--- src/rtl/serial_ripple_subtractor_if.sv ---
// Handshake and operand/result bundle for the bit-serial subtractor.
// The master issues start with operands; the slave reports busy/done and the result.
interface serial_ripple_subtractor_if #(
    parameter int WIDTH = 4
);
    logic             start;
    logic [WIDTH-1:0] x;
    logic [WIDTH-1:0] y;
    logic             bin;
    logic             busy;
    logic             done;
    logic [WIDTH:0]   d;

    modport master (
        output start, x, y, bin,
        input  busy, done, d
    );

    modport slave (
        input  start, x, y, bin,
        output busy, done, d
    );
endinterface

--- src/rtl/serial_ripple_subtractor.sv ---
// Bit-serial ripple-borrow subtractor: d = x - y - bin, one bit per clock through
// a single registered full-subtractor cell, sequenced by an IDLE/SUB/DONE FSM.
module serial_ripple_subtractor #(
    parameter int WIDTH = 4
) (
    input  logic                        clk,
    input  logic                        rst_n,
    serial_ripple_subtractor_if.slave   bus
);
    localparam int CNT_W = $clog2(WIDTH);
    localparam logic [CNT_W-1:0] CNT_LAST = CNT_W'(WIDTH - 1);

    typedef enum logic [1:0] {
        IDLE = 2'd0,
        SUB  = 2'd1,
        DONE = 2'd2
    } state_t;

    state_t state;
    state_t state_next;

    logic [WIDTH-1:0] xs;
    logic [WIDTH-1:0] ys;
    // Only the upper WIDTH-1 difference bits survive to the result, so the
    // bit that would fall off the LSB end of the shift register is not stored.
    logic [WIDTH-2:0] ds;
    logic             br;
    logic [CNT_W-1:0] cnt;
    logic [WIDTH:0]   d_reg;

    logic             di;
    logic             bo;
    logic [WIDTH-1:0] ds_shift;
    logic             last;

    always_comb begin
        di       = xs[0] ^ ys[0] ^ br;
        bo       = (~xs[0] & ys[0]) | (~xs[0] & br) | (ys[0] & br);
        ds_shift = {di, ds};
        last     = (cnt == CNT_LAST);
    end

    always_ff @(posedge clk or negedge rst_n) begin
        if (!rst_n) begin
            state <= IDLE;
        end else begin
            state <= state_next;
        end
    end

    always_comb begin
        state_next = state;
        case (state)
            IDLE:    if (bus.start) state_next = SUB;
            SUB:     if (last) state_next = DONE;
            DONE:    state_next = IDLE;
            default: state_next = IDLE;
        endcase
    end

    assign bus.busy = (state != IDLE);
    assign bus.done = (state == DONE);
    assign bus.d    = d_reg;

    always_ff @(posedge clk or negedge rst_n) begin
        if (!rst_n) begin
            xs    <= '0;
            ys    <= '0;
            ds    <= '0;
            br    <= 1'b0;
            cnt   <= '0;
            d_reg <= '0;
        end else begin
            case (state)
                IDLE: begin
                    if (bus.start) begin
                        xs  <= bus.x;
                        ys  <= bus.y;
                        br  <= bus.bin;
                        cnt <= '0;
                        ds  <= '0;
                    end
                end
                SUB: begin
                    xs  <= xs >> 1;
                    ys  <= ys >> 1;
                    br  <= bo;
                    ds  <= ds_shift[WIDTH-1:1];
                    // Hold the counter on the final bit so it never wraps.
                    cnt <= last ? cnt : cnt + CNT_W'(1);
                    if (last) begin
                        d_reg <= {bo, ds_shift};
                    end
                end
                default: ;
            endcase
        end
    end
endmodule

--- src/flat_wrapper.sv ---
// flat-port wrapper written by rule: the top's interface ports become plain ports
module serial_ripple_subtractor_flat 
#(
    parameter int WIDTH = 4
)
  (clk, rst_n, bus_start, bus_x, bus_y, bus_bin, bus_busy, bus_done, bus_d);
  serial_ripple_subtractor_if #(.WIDTH(WIDTH)) bus_i ();
  input  logic clk;
  input  logic rst_n;
  input wire logic [$bits(bus_i.start)-1:0] bus_start;
  input wire logic [$bits(bus_i.x)-1:0] bus_x;
  input wire logic [$bits(bus_i.y)-1:0] bus_y;
  input wire logic [$bits(bus_i.bin)-1:0] bus_bin;
  output wire logic [$bits(bus_i.busy)-1:0] bus_busy;
  output wire logic [$bits(bus_i.done)-1:0] bus_done;
  output wire logic [$bits(bus_i.d)-1:0] bus_d;
  assign bus_i.start = bus_start;
  assign bus_i.x = bus_x;
  assign bus_i.y = bus_y;
  assign bus_i.bin = bus_bin;
  assign bus_busy = bus_i.busy;
  assign bus_done = bus_i.done;
  assign bus_d = bus_i.d;
  serial_ripple_subtractor #(.WIDTH(WIDTH)) u_core (.clk(clk), .rst_n(rst_n), .bus(bus_i));
endmodule
--- config.mk ---
export PLATFORM = sky130hd
export DESIGN_NAME = serial_ripple_subtractor_flat
export DESIGN_NICKNAME = d
export VERILOG_FILES = /design/src/rtl/serial_ripple_subtractor_if.sv /design/src/rtl/serial_ripple_subtractor.sv /design/src/flat_wrapper.sv
export SDC_FILE = /design/constraint.sdc
export NUM_CORES = 1
export LEC_CHECK = 0
export ABC_AREA = 1
export BUFFER_PORTS_ARGS = -buffer_cell sky130_fd_sc_hd__buf_2
export CAP_MARGIN = 20
export CORE_MARGIN = 3
export CORE_UTILIZATION = 52
export DETAILED_ROUTE_END_ITERATION = 12
export MAX_ROUTING_LAYER = met4
export PLACE_DENSITY = 0.76
export SYNTH_ARGS = -nofsm -noshare
export SYNTH_HDL_FRONTEND = slang
export SYNTH_SLANG_ARGS = --single-unit
--- constraint.sdc ---
create_clock -name clk -period 1.45 [get_ports clk]
set_input_delay 0.29 -clock clk [delete_from_list [all_inputs] [get_ports clk]]
set_output_delay 0.29 -clock clk [all_outputs]
set_load 0.01 [all_outputs]
==> impl_results.md, run 1 <==
* Root buffer cell: sky130_fd_sc_hd__clkbuf_4
* Clock sinks at 21
* Count of different cell masters after synthesis at 15
* Hold path startpoint: bus_bin
* Initial antenna violation count at 0
* Full die area at ~2400 um^2
* Worst slew margin relative to its limit at a little over two thirds
* Synth Cell Area at slightly below 1000 um^2
* Type of origin of the critical path: flip-flop
* Switching Fraction at 42.3%
* Share of final-layout standard cells stronger than drive strength 1 at approximately a quarter
* Starting DRC count in detailed routing at 12
* Type of destination of the critical path: output pin
* Inserted Diodes at 0
* Post-route ant nets at 0
* Die span in y at 49.2 um
* Tightest Pin Transition at between 0.4 and 0.5 ns
* Clock tree from TritonCTS: built
* Total count of hold-check failures in the final report at 0
* Power per cell area at around 2100 nW/um^2
* Net total in the final layout at around 150
* Vias in the first global route at between 600 and 700
* Launching point of the worst reg2reg path: u_core.br
* Worst Setup Path Type: flip-flop to output pin
* Result of the run: complete, no violations
* Instance count of the mapped netlist at ~110
* End of the worst register-to-register path: u_core.bus.d[3]
* Combinational power share at between 40 and 50%
* Number of flip-flops in the largest register at 5
* Horiz. Die Dim at a little under 50 um
* Highest ir drop seen on vdd at around 1.5 mV
* Fillers at between 100 and 150
* Path class of the lowest-slack min-delay path: input pin to flip-flop
* Number of top-level pins at 19
* Setup-failing EPs final at 0
* Synthesis-to-finish area growth at 14.7%
* Sequential fraction of the synthesis area at between 50% and 60%
* Final global-route overflow total at 0
* Cell depth of the worst flop-to-flop path at 2
* Avg Cell Area, Syn at 8.67 um^2
* Pre-CTS WS at ~0.29 ns
* Vias at approximately 770
* First-pass GRT wire length at 2990 um
* Maximum count of clock buffers along a single path at 2
* Core area at 1630 um^2
* Global-route usage over all layers at 16.4%
* Detailed placement HPWL at about 1300 um
* Final critical path time including I/O delays and setup at around 1.4 ns
* Highest achievable clock rate at between 0.7 and 0.8 GHz
* Total CTS buffers at 3
* Worst hold path endpoint: u_core.br
* Maximum number of pins on one net before global-route repair at 22
* Req. time, crit path at between 1 and 1.5 ns
* Maximum level of the CTS H-tree at 1
* Leakage dissipation at a little over 0.0006 uW
* Switching power of the nets at between 900 and 1000 uW
* Flip-flop and latch count after synthesis at 21
* Number of violations of the max-capacitance limit at 0
* Final Max Tran Viols at 0
* Insertion delay of the later-clocked pin in the worst-skew pair at 0.30 ns
* Count of unresolved DRC violations after routing at 0
* # port buffers at 18
* Most frequent standard cell in the layout excluding fill and tap cells: sky130_fd_sc_hd__nand2_1
* Clock group share of total power at 11.6%
* Synth warnings at 0
* Worst-case setup margin in the final layout at slightly above 0.04 ns
* Internal cell power at roughly 1300 uW
* Most used cells in the layout excluding fill and tap cells: sky130_fd_sc_hd__nand2_1, sky130_fd_sc_hd__nand3_1, sky130_fd_sc_hd__dfrtp_1, sky130_fd_sc_hd__buf_2, sky130_fd_sc_hd__inv_1
* Tcrit/Tclk final at ~100%
* RePlAce Congestion at 0.828
* Setup slack, reg-to-reg at ~0.29 ns
* Hold depth at 3
* Cell Rows at 14
* Arrival time of the worst setup path at approximately 1.1 ns
* Clock slew at the register clock pins of the worst setup and hold paths at between 0.1 and 0.15 ns
* Pre-antenna DRT Iters at 4
* Sum of routed wire length over all layers at ~1800 um
* Via/cell ratio at 4.91
* Sequential group share of total power at 43.6%
* Total nets after synthesis at between 100 and 150
* Power, Total at about 2300 uW
* Setup clock skew after layout at 0.00791 ns
* Max Fanout on Critical Path at 8
* Starting density of the core at between 50% and 60%
* Routed length per placed instance at 11.5 um
-- cell usage after synthesis --
library cell,instances,share of area (%)
sky130_fd_sc_hd__dfrtp_1,21,54
sky130_fd_sc_hd__nand4_1,1,0.64
sky130_fd_sc_hd__nand2_4,2,2.3
sky130_fd_sc_hd__inv_2,3,1.2
sky130_fd_sc_hd__buf_6,1,1.2
sky130_fd_sc_hd__nand3_1,22,11
sky130_fd_sc_hd__nand2_1,33,13
sky130_fd_sc_hd__ha_1,1,1.3
sky130_fd_sc_hd__o21ai_1,8,4.1
sky130_fd_sc_hd__fa_1,1,2.1
sky130_fd_sc_hd__nor2_1,2,0.77
sky130_fd_sc_hd__buf_4,1,0.77
sky130_fd_sc_hd__inv_1,13,5.0
sky130_fd_sc_hd__nand2_2,2,1.3
sky130_fd_sc_hd__nor2_4,1,1.2
-- kinds of logic after synthesis --
logic type	after synthesis	share of synthesized area, %
buf+inv	18	8.12
compound gates	8	4.12
flops	21	54.1
fa+ha+maj	2	3.35
simple gates	63	30.3
-- final cells by class --
cell class	instances	area (um^2)	area share (%)
Timing Repair Buffer	19	100	8.99
Sequential cell	21	528	47.4
Clock buffer	4	26.3	2.36
Tap cell	24	30.0	2.70
Multi-Input combinational cell	73	367	32.9
Inverter	16	62.6	5.62
-- critical path, stage by stage, from the launching register on --
cell                      delay [ns]
sky130_fd_sc_hd__dfrtp_2        0.48
sky130_fd_sc_hd__inv_2          0.11
sky130_fd_sc_hd__nand2_1        0.08
sky130_fd_sc_hd__buf_2          0.14
-- power by group through the flow --
stage | clock network (uW) | logic (uW) | registers [uW]
finish | 272 | 1050 | 1020
global route | 306 | 1210 | 1050
CTS | 275 | 1060 | 1010
detailed placement | 0 | 1050 | 1020
global placement | 0 | 1030 | 1020
floorplan | 0 | 825 | 997
-- timing repair --
item,CTS,global route
setup endpoints to repair,1,2
hold buffers,1,0
gates cloned,0,0
pin swaps,0,0
gates resized for setup,1,2
hold endpoints to repair,21,0
setup buffers,0,0
-- stage by stage --
stage                     std cells  instance area [um^2]  util, %  hold slack [ns]  setup TNS (ns)
after floorplan                 112                   971        -         -0.00559               0
after global placement          152                  1070     65.8            0.265               0
after detailed placement        152                  1070     65.8            0.259               0
after CTS                       157                  1110     68.2            0.221               0
after global routing            157                  1110     68.4            0.227        -0.00239
final                           157                  1110     68.4            0.220               0
-- metal layers --
metal / vias up / global-route usage, % / wire [um] / part of all wire [%]
li1: 397 / - / - / -
met1: 354 / 20.6 / 835 / 46
met2: 18 / 25.7 / 846 / 47
met3: 2 / 5.81 / 104 / 5.8
met4: 0 / 2.84 / 16 / 0.89
met5: - / - / 0 / 0
-- worst max-delay path by stage --
stage                     depth (start not counted)       startpoint               to  slack, ns
final                                             3  u_core.state[0]         bus_busy       0.04
after detailed placement                          5  u_core.state[0]  u_core.bus.d[3]       0.29
after floorplan                                   2        u_core.br  u_core.bus.d[3]       0.34
after global placement                            2        u_core.br     u_core.ds[2]       0.31
after global routing                              3  u_core.state[0]         bus_busy     -0.002
after CTS                                         3  u_core.state[0]         bus_busy       0.02
Power figures use the tool's default switching activity.
==> run 2, diff against run 1 <==
RECOVER_POWER = 100   (was default)
==> run 2 against run 1 <==
Compared with the run above:
- wire length hardly changed
- count of clock-buffer cells in the layout stayed put
- via count is 0.91% higher
- maximum frequency up 2.2%
- utilization is 1.2 points lower
- largest cell class unchanged
- largest power group is now sequential cells
==> impl_results.md, run 2 (same netlist as run 1, synthesis figures left out) <==
* Result of the run: complete, no violations
* Count of unresolved DRC violations after routing at 0
* Number of violations of the max-capacitance limit at 0
* Worst-case setup margin in the final layout at between 0.07 and 0.08 ns
* Req. time, crit path at between 1 and 1.5 ns
* Total CTS buffers at 3
* Worst Setup Path Type: flip-flop to output pin
* Power, Total at 2270 uW
* Cell count after placement at 152
* Inserted Diodes at 0
* Tcrit/Tclk final at 95.0%
* Power per cell area at slightly above 2000 nW/um^2
* Hold depth at 3
* Starting density of the core at about three fifths
* Worst slew margin relative to its limit at approximately 66%
* Pre-CTS WS at 0.291 ns
* Final Max Tran Viols at 0
* Detailed placement HPWL at between 1000 and 1500 um
* Type of destination of the critical path: output pin
* Most used cells in the layout excluding fill and tap cells: sky130_fd_sc_hd__nand2_1, sky130_fd_sc_hd__nand3_1, sky130_fd_sc_hd__dfrtp_1, sky130_fd_sc_hd__inv_1, sky130_fd_sc_hd__buf_2
* Combinational power share at 43.3%
* Clock group share of total power at around an eighth
* Final cell count without fillers at 157
* Final core occ at approximately two thirds
* Arrival time of the worst setup path at about 1.1 ns
* Core area at about 1600 um^2
* First-pass GRT wire length at ~3000 um
* Maximum number of pins on one net before global-route repair at 22
* Leakage dissipation at ~0.00059 uW
* Share of final-layout standard cells stronger than drive strength 1 at 18.8%
* Path class of the lowest-slack min-delay path: input pin to flip-flop
* Switching power of the nets at about 960 uW
* Tightest Pin Transition at ~0.5 ns
* Setup-failing EPs final at 0
* Setup clock skew after layout at roughly 0.0055 ns
* Insertion delay of the later-clocked pin in the worst-skew pair at roughly 0.30 ns
* Pre-antenna DRT Iters at 4
* Vias at 778
* Maximum count of clock buffers along a single path at 2
* Total count of hold-check failures in the final report at 0
* Most frequent standard cell in the layout excluding fill and tap cells: sky130_fd_sc_hd__nand2_1
* Highest achievable clock rate at about 0.73 GHz
* Starting DRC count in detailed routing at 11
* Max Fanout on Critical Path at 10
* Die span in y at approximately 49 um
* RePlAce Congestion at between 0.8 and 0.9
* Switching Fraction at a little over two fifths
* Final critical path time including I/O delays and setup at 1.38 ns
* Full die area at roughly 2400 um^2
* Setup repair after global routing missed its margin: no
* Global-route usage over all layers at between 10% and 20%
* Net total in the final layout at between 100 and 150
* Sum Neg Setup Slack at 0 ns
* Routed length per placed instance at around 11 um
* Initial antenna violation count at 0
* Highest ir drop seen on vdd at between 1 and 1.5 mV
* Sum of routed wire length over all layers at ~1800 um
* Via/cell ratio at ~5.0
* Type of origin of the critical path: flip-flop
* Clock sinks at 21
* Number of top-level pins at 19
* Clock tree from TritonCTS: built
* Synthesis-to-finish area growth at 12.8%
* Horiz. Die Dim at approximately 49 um
* Cell Rows at 14
* Post-CTS setup buffer count at 0
* Post-route ant nets at 0
* Cell depth of the worst flop-to-flop path at 4
* Number of flip-flops in the largest register at 5
* Vias in the first global route at 698
* Sequential group share of total power at 44.7%
* Maximum level of the CTS H-tree at 1
* Clock slew at the register clock pins of the worst setup and hold paths at 0.11 ns
* Internal cell power at ~1300 uW
* # port buffers at 18
* Final global-route overflow total at 0
* Root buffer cell: sky130_fd_sc_hd__clkbuf_4
## run 2: final cells by class
cell class,instances,area [um^2]
fill,140,534
sequential,21,528
multi-input combinational,73,354
timing repair buffer,19,93.8
inverter,16,62.6
tap,24,30.0
clock buffer,4,26.3
## run 2: repair_timing
item / 4_1_cts / 5_1_grt
endpoints found under the setup margin: 1 / 2
resized for setup: 1 / 2
hold endpoints to repair: 21 / 0
hold buffers: 1 / 0
## run 2: through the flow
stage,hold WS [ns],area (um^2)
after floorplan,-0.00559,971
after global placement,0.265,1070
after detailed placement,0.259,1070
after CTS,0.221,1110
after global routing,0.227,1090
final,0.222,1090
## run 2: path summary, 6_finish.rpt
path                                 start         endpoint  slack (ns)
min in group asynchronous            rst_n     u_core.xs[0]        0.49
hold reg to reg            u_core.bus.d[4]  u_core.bus.d[4]        0.49
max in group asynchronous            rst_n  u_core.state[0]        0.59
setup reg to reg           u_core.state[1]     u_core.ys[3]        0.22
hold / removal                     bus_bin        u_core.br        0.22
setup / recovery           u_core.state[1]         bus_busy        0.07
## run 2: critical path, cell delays in order, from the launching register on
cell	delay (ns)
sky130_fd_sc_hd__dfrtp_2	0.45
sky130_fd_sc_hd__inv_4	0.12
sky130_fd_sc_hd__nand2_1	0.08
sky130_fd_sc_hd__buf_2	0.14
## run 2: power groups by stage
stage          clock [uW]  sequential (uW)  combinational, uW
2_1_floorplan           0              997                825
5_1_grt               306             1040               1150
3_3_place_gp            0             1020               1030
3_5_place_dp            0             1020               1050
6_report              271             1010                981
4_1_cts               275             1010               1060
## run 2: metal layers
layer | vias to the layer above | part of all wire [%] | global-route usage (%)
li1 | 398 | - | -
met1 | 360 | 46 | 20.6
met2 | 18 | 48 | 25.7
met3 | 2 | 5.3 | 5.81
met4 | 0 | 0.89 | 2.84
met5 | - | 0 | -
